--- src/rtl/s2p_pkg.sv ---
// Shared types and sizing helpers for the serial-to-parallel deserializer.
package s2p_pkg;

  typedef enum logic [0:0] {
    COLLECT = 1'b0,
    PENDING = 1'b1
  } s2p_state_e;

  function automatic int beats_f(input int data_w, input int lanes);
    return data_w / lanes;
  endfunction

  function automatic int cnt_w_f(input int data_w, input int lanes);
    return $clog2((data_w / lanes) + 1);
  endfunction

endpackage

--- src/rtl/s2p_if.sv ---
// Serial-in / parallel-out handshake bundle; slave is the deserializer's view.
interface s2p_if
  import s2p_pkg::*;
#(
  parameter int DATA_W = 8,
  parameter int LANES  = 1
) ();

  localparam int CNT_W = cnt_w_f(DATA_W, LANES);

  logic [LANES-1:0]  din_serial;
  logic              din_valid;
  logic              din_ready;
  logic              flush;
  logic [DATA_W-1:0] dout_parallel;
  logic              dout_valid;
  logic              dout_ready;
  logic [CNT_W-1:0]  beat_cnt;

  modport slave (
    input  din_serial, din_valid, flush, dout_ready,
    output din_ready, dout_parallel, dout_valid, beat_cnt
  );

  modport master (
    output din_serial, din_valid, flush, dout_ready,
    input  din_ready, dout_parallel, dout_valid, beat_cnt
  );

endinterface

--- src/rtl/s2p_out_reg.sv ---
// Output word register with valid/ready handshake; o_can_load says a load this
// cycle will not overwrite an unconsumed word.
module s2p_out_reg #(
  parameter int DATA_W = 8
) (
  input  logic              clk,
  input  logic              rst,
  input  logic              i_load,
  input  logic [DATA_W-1:0] i_data,
  input  logic              i_ready,
  output logic [DATA_W-1:0] o_data,
  output logic              o_valid,
  output logic              o_can_load
);

  logic [DATA_W-1:0] r_data;
  logic              r_valid;

  assign o_data     = r_data;
  assign o_valid    = r_valid;
  assign o_can_load = !r_valid || i_ready;

  // Load wins over drain so a consumed word is replaced without a bubble.
  always_ff @(posedge clk or posedge rst) begin
    if (rst) begin
      r_data  <= '0;
      r_valid <= 1'b0;
    end else if (i_load) begin
      r_data  <= i_data;
      r_valid <= 1'b1;
    end else if (r_valid && i_ready) begin
      r_valid <= 1'b0;
    end else begin
      r_valid <= r_valid;
    end
  end

endmodule

--- src/rtl/s2p_deserializer.sv ---
// Collects LANES-wide beats into DATA_W-bit words; a full word waits in the
// collector (PENDING) while the output register is still occupied.
module s2p_deserializer
  import s2p_pkg::*;
#(
  parameter int DATA_W    = 8,
  parameter int LANES     = 1,
  parameter int MSB_FIRST = 1
) (
  input logic  clk,
  input logic  rst,
  s2p_if.slave bus
);

  localparam int BEATS = beats_f(DATA_W, LANES);
  localparam int CNT_W = cnt_w_f(DATA_W, LANES);

  s2p_state_e        r_state;
  logic [DATA_W-1:0] r_col;
  logic [CNT_W-1:0]  r_cnt;

  logic              w_din_ready;
  logic              w_accept;
  logic              w_last;
  logic              w_can_load;
  logic              w_load;
  logic [DATA_W-1:0] w_load_data;
  logic [DATA_W-1:0] w_shift;

  assign w_din_ready   = (r_state == COLLECT) && !rst;
  assign w_accept      = bus.din_valid && w_din_ready && !bus.flush;
  assign w_last        = (r_cnt == CNT_W'(BEATS - 1));
  assign bus.din_ready = w_din_ready;
  assign bus.beat_cnt  = r_cnt;

  always_comb begin
    w_shift = '0;
    if (MSB_FIRST != 0) begin
      w_shift = {r_col[DATA_W-LANES-1:0], bus.din_serial};
    end else begin
      w_shift = {bus.din_serial, r_col[DATA_W-1:LANES]};
    end
  end

  always_comb begin
    w_load      = 1'b0;
    w_load_data = '0;
    case (r_state)
      COLLECT: begin
        if (w_accept && w_last && w_can_load) begin
          w_load      = 1'b1;
          w_load_data = w_shift;
        end else begin
          w_load      = 1'b0;
          w_load_data = '0;
        end
      end
      PENDING: begin
        if (bus.dout_ready) begin
          w_load      = 1'b1;
          w_load_data = r_col;
        end else begin
          w_load      = 1'b0;
          w_load_data = '0;
        end
      end
      default: begin
        w_load      = 1'b0;
        w_load_data = '0;
      end
    endcase
  end

  // Collector cleared after every hand-off so unwritten bits always read 0.
  always_ff @(posedge clk or posedge rst) begin
    if (rst) begin
      r_state <= COLLECT;
      r_cnt   <= '0;
      r_col   <= '0;
    end else begin
      case (r_state)
        COLLECT: begin
          if (bus.flush) begin
            r_cnt <= '0;
            r_col <= '0;
          end else if (w_accept && w_last && w_can_load) begin
            r_cnt <= '0;
            r_col <= '0;
          end else if (w_accept && w_last) begin
            r_state <= PENDING;
            r_cnt   <= CNT_W'(BEATS);
            r_col   <= w_shift;
          end else if (w_accept) begin
            r_cnt <= r_cnt + CNT_W'(1);
            r_col <= w_shift;
          end else begin
            r_cnt <= r_cnt;
          end
        end
        PENDING: begin
          if (bus.dout_ready) begin
            r_state <= COLLECT;
            r_cnt   <= '0;
            r_col   <= '0;
          end else begin
            r_state <= PENDING;
          end
        end
        default: begin
          r_state <= COLLECT;
          r_cnt   <= '0;
          r_col   <= '0;
        end
      endcase
    end
  end

  s2p_out_reg #(
    .DATA_W (DATA_W)
  ) u_out_reg (
    .clk        (clk),
    .rst        (rst),
    .i_load     (w_load),
    .i_data     (w_load_data),
    .i_ready    (bus.dout_ready),
    .o_data     (bus.dout_parallel),
    .o_valid    (bus.dout_valid),
    .o_can_load (w_can_load)
  );

endmodule

--- src/flat_wrapper.sv ---
// flat-port wrapper written by rule: the top's interface ports become plain ports
module s2p_deserializer_flat import s2p_pkg::*;
#(
  parameter int DATA_W    = 8,
  parameter int LANES     = 1,
  parameter int MSB_FIRST = 1
)
  (clk, rst, bus_din_serial, bus_din_valid, bus_flush, bus_dout_ready, bus_din_ready, bus_dout_parallel, bus_dout_valid, bus_beat_cnt);
  s2p_if #(.DATA_W(DATA_W), .LANES(LANES)) bus_i ();
  input logic clk;
  input logic rst;
  input wire logic [$bits(bus_i.din_serial)-1:0] bus_din_serial;
  input wire logic [$bits(bus_i.din_valid)-1:0] bus_din_valid;
  input wire logic [$bits(bus_i.flush)-1:0] bus_flush;
  input wire logic [$bits(bus_i.dout_ready)-1:0] bus_dout_ready;
  output wire logic [$bits(bus_i.din_ready)-1:0] bus_din_ready;
  output wire logic [$bits(bus_i.dout_parallel)-1:0] bus_dout_parallel;
  output wire logic [$bits(bus_i.dout_valid)-1:0] bus_dout_valid;
  output wire logic [$bits(bus_i.beat_cnt)-1:0] bus_beat_cnt;
  assign bus_i.din_serial = bus_din_serial;
  assign bus_i.din_valid = bus_din_valid;
  assign bus_i.flush = bus_flush;
  assign bus_i.dout_ready = bus_dout_ready;
  assign bus_din_ready = bus_i.din_ready;
  assign bus_dout_parallel = bus_i.dout_parallel;
  assign bus_dout_valid = bus_i.dout_valid;
  assign bus_beat_cnt = bus_i.beat_cnt;
  s2p_deserializer #(.DATA_W(DATA_W), .LANES(LANES), .MSB_FIRST(MSB_FIRST)) u_core (.clk(clk), .rst(rst), .bus(bus_i));
endmodule
--- config.mk ---
export PLATFORM = sky130hd
export DESIGN_NAME = s2p_deserializer_flat
export DESIGN_NICKNAME = d
export VERILOG_FILES = /design/src/rtl/s2p_pkg.sv /design/src/rtl/s2p_if.sv /design/src/rtl/s2p_out_reg.sv /design/src/rtl/s2p_deserializer.sv /design/src/flat_wrapper.sv
export SDC_FILE = /design/constraint.sdc
export NUM_CORES = 1
export LEC_CHECK = 0
export ABC_AREA = 1
export CAP_MARGIN = 0
export CELL_PAD_IN_SITES_DETAIL_PLACEMENT = 1
export CELL_PAD_IN_SITES_GLOBAL_PLACEMENT = 1
export CORE_ASPECT_RATIO = 0.8
export CORE_MARGIN = 2
export CORE_UTILIZATION = 39
export DETAILED_ROUTE_END_ITERATION = 12
export DONT_BUFFER_PORTS = 1
export PLACE_DENSITY_LB_ADDON = 0.1
export RECOVER_POWER = 25
export SLEW_MARGIN = 20
export SYNTH_ARGS = -nofsm -noshare
export SYNTH_HDL_FRONTEND = slang
export SYNTH_HIERARCHICAL = 1
export SYNTH_SLANG_ARGS = --single-unit
export TNS_END_PERCENT = 50
--- constraint.sdc ---
create_clock -name clk -period 1.4 [get_ports clk]
set_input_delay 0.14 -clock clk [delete_from_list [all_inputs] [get_ports clk]]
set_output_delay 0.14 -clock clk [all_outputs]
set_load 0.05 [all_outputs]
==> reports/metrics.cfg <==
[placed_design]
dp_hpwl_um=1970
dpl.cell_count=196
place.gp.congestion=0.807
io_buffers=0
place_ws_ns=-0.0437

[worst_setup_path]
startpoint=u_core/bus.beat_cnt[1]
worst-r2r-setup-slack_ns=0.08
crit_chain=ha_4 > buf_4 > inv_1 > nor2_2 > a21oi_2 > nand2_1 > nand2_1
worst_r2r_startpoint=u_core/bus.beat_cnt[1]
cpMostUsedCell=nand2_1
crit_path_end_kind=flop
ff2ff_path_depth=7
crit_path_max_incr_delay_ns=0.45
startpoint_type=flop
crit-reg2reg-capture=u_core/r_col[0]
critPathRequiredTime_ns=1.65
critPathTopFamily=flip-flops
arrival_ns=1.57
critPathMaxFanout=5
slowest_stage=dfrtp_2
timing.critical_path.buf_inv=2
path_class=reg -> reg

[cts]
cts_root_buf=clkbuf_4
cts_tree=built
post_cts_buffers=0
insertion_delay_ns=0.30
cts_buffers=3
clockBufferDepth=2
htree_levels=1
clkTransAtPathRegs_ns=0.12
cts_sinks=22

[yosys]
synth_flop_cell=dfrtp_1
synth_area_leaders=dfrtp_1, nand2_1, nand3_1, inv_1, buf_6
syn_area_per_cell_sq_um=7.50
ys_async_sr_fraction_pct=100
postSynthCellCount=150
synthesis.nets=157
yosysTopAreaCellShare_pct=48.9
syn_area_sq_um=1120
ys_seq_area_share_pct=48.9
synth-seq-cells=22
synth_cell_type_count=17
yosysTopAreaCell=dfrtp_1
netlist_top_cells_count=nand2_1, dfrtp_1, inv_1, nand3_1, nor2_1
ys_warn_count=6
synth_most_common_cell=nand2_1
synth-edff-count=0

[die]
die_x_um=64.0
core-area_sq_um=2740
start_util_pct=41.0
ios=20
rows=17
fp.dieH_um=52.0
die_area_sq_um=3330

[drt]
drc=0
dr.pass1.iters=3
avgViaCountPerCell=4.71
drt_wl_total_um=2650
ant_nets=0
drtIter0Drc=9
num_vias=965
routedWlPerCell_um=12.9

[sta]
slew_violations=0
layout_setup_ws_ns=0.0763
post-route-period-util_pct=94.5
fin_crit_ns=1.32
slew-limit-headroom_pct=63.4
setup_violations=0
fin_worst_skew_ns=0.0105
worstMarginPinSlew_ns=0.548
final_hold_viol_count=0
holdWs_ns=0.0849
fin_tns_setup_ns=0
clock.fmax_ghz=0.755
grt_setup_unrepaired=true

[global_route]
grt_max_degree=14
grt_pass1_wl_um=4560
grt_pass1_vias=977
track_usage_pct=18.0
grt_overflow_total=0
antenna_found_initial=0

[job]
maxCapViolCount=0

[power_and_ir_drop]
leakage_nw=0.758
p_per_area_nw_per_um2=759
clkPwrFrac_pct=28.0
pwr-share-comb_pct=8.6
p_sw_w=0.000243
ir_worst_vdd_uv=509
p_int_w=0.000778
pwr-share-seq_pct=63.4
sw_frac_of_total_pct=23.8

[final_layout]
syn_to_final_growth_pct=19.6
instances_no_fill=205
fillers=350
final_util_pct=49.0
n_antenna_cell=0
layout-drive-gt1-share_pct=18.6
layout.nets=175

[worst_hold_path]
holdPathStages=3
hold_start=bus_dout_ready
holdCritPathClass=in -> reg
min_to=u_core/bus.beat_cnt[1]

[status]
status=complete, no violations

## placed cells by master (no fill, tap or decap), types with 2 or more instances in the layout
master,instances
buf_4,12
dlygate4sd3_1,3
nor2_1,3
dfrtp_2,4
inv_1,10
clkbuf_4,3
nand2_2,2
nor2_4,2
dfrtp_1,18
nand2_1,88
nand3_1,10
## routing by layer
metal | vias up | global-route usage, % | part of all wire, %
met5 | - | 0 | 0
met1 | 457 | 22.7 | 51
met4 | 0 | 4.35 | 0.60
met3 | 2 | 5.41 | 2.9
li1 | 494 | - | -
met2 | 12 | 30.4 | 46
## area by class of cell
cell class	count	area, sq um	share of cell area (%)
clock buffer	4	26.3	1.95
sequential	22	556	41.3
inverter	11	46.3	3.44
timing repair buffer	15	120	8.93
multi-input combinational	115	549	40.8
tap	38	47.5	3.53
## power groups by stage
stage	clock network, W	registers, W	logic, W
2_1_floorplan	0	0.000673	0.0000490
3_3_place_gp	0	0.000660	0.0000782
3_5_place_dp	0	0.000660	0.0000792
4_1_cts	0.000308	0.000648	0.0000867
5_1_grt	0.000329	0.000649	0.0000986
6_report	0.000286	0.000648	0.0000879
## cells by family after synthesis
logic type | synth area share (%)
flops | 48.9
xor+xnor | 0.779
compound gates | 2.78
buf+inv | 6.45
simple gates | 39.9
fa+ha+maj | 1.11
## what timing repair did
item | CTS | global route
gates cloned | 0 | 2
setup endpoints to repair | 9 | 19
hold endpoints to repair | 24 | 0
pin swaps | 0 | 2
gates resized for setup | 1 | 4
hold buffers | 3 | 0
## state kept, by name (all words and copies together), names as in the netlist
| signal | count |
|---|---|
| u_core/r_col | 8 |
| u_core/u_out_reg/o_data | 8 |
| u_core/bus.beat_cnt | 4 |
| u_core/r_state | 1 |
| u_core/u_out_reg/o_valid | 1 |
## worst min-delay path, cell delays in order
cell	delay, ns
o21ai_4	0.10
nand2_1	0.08
nand2_1	0.04
## worst max-delay path by stage
stage,slack [ns],cells after the start,endpoint
3_3_place_gp,0.03,8,u_core/u_out_reg/o_data[6]
2_1_floorplan,-0.17,9,u_core/u_out_reg/o_data[0]
6_report,0.08,7,u_core/r_col[0]
4_1_cts,0.03,8,u_core/u_out_reg/o_data[0]
3_5_place_dp,-0.04,8,u_core/u_out_reg/o_data[0]
5_1_grt,-0.006,8,u_core/u_out_reg/o_data[5]
## per-stage QoR
step / power (W) / cell area, sq um
finish: 0.00102 / 1350
detailed placement: 0.000740 / 1250
floorplan: 0.000721 / 1150
global placement: 0.000738 / 1250
CTS: 0.00104 / 1310
global route: 0.00108 / 1350
Power figures use the tool's default switching activity.
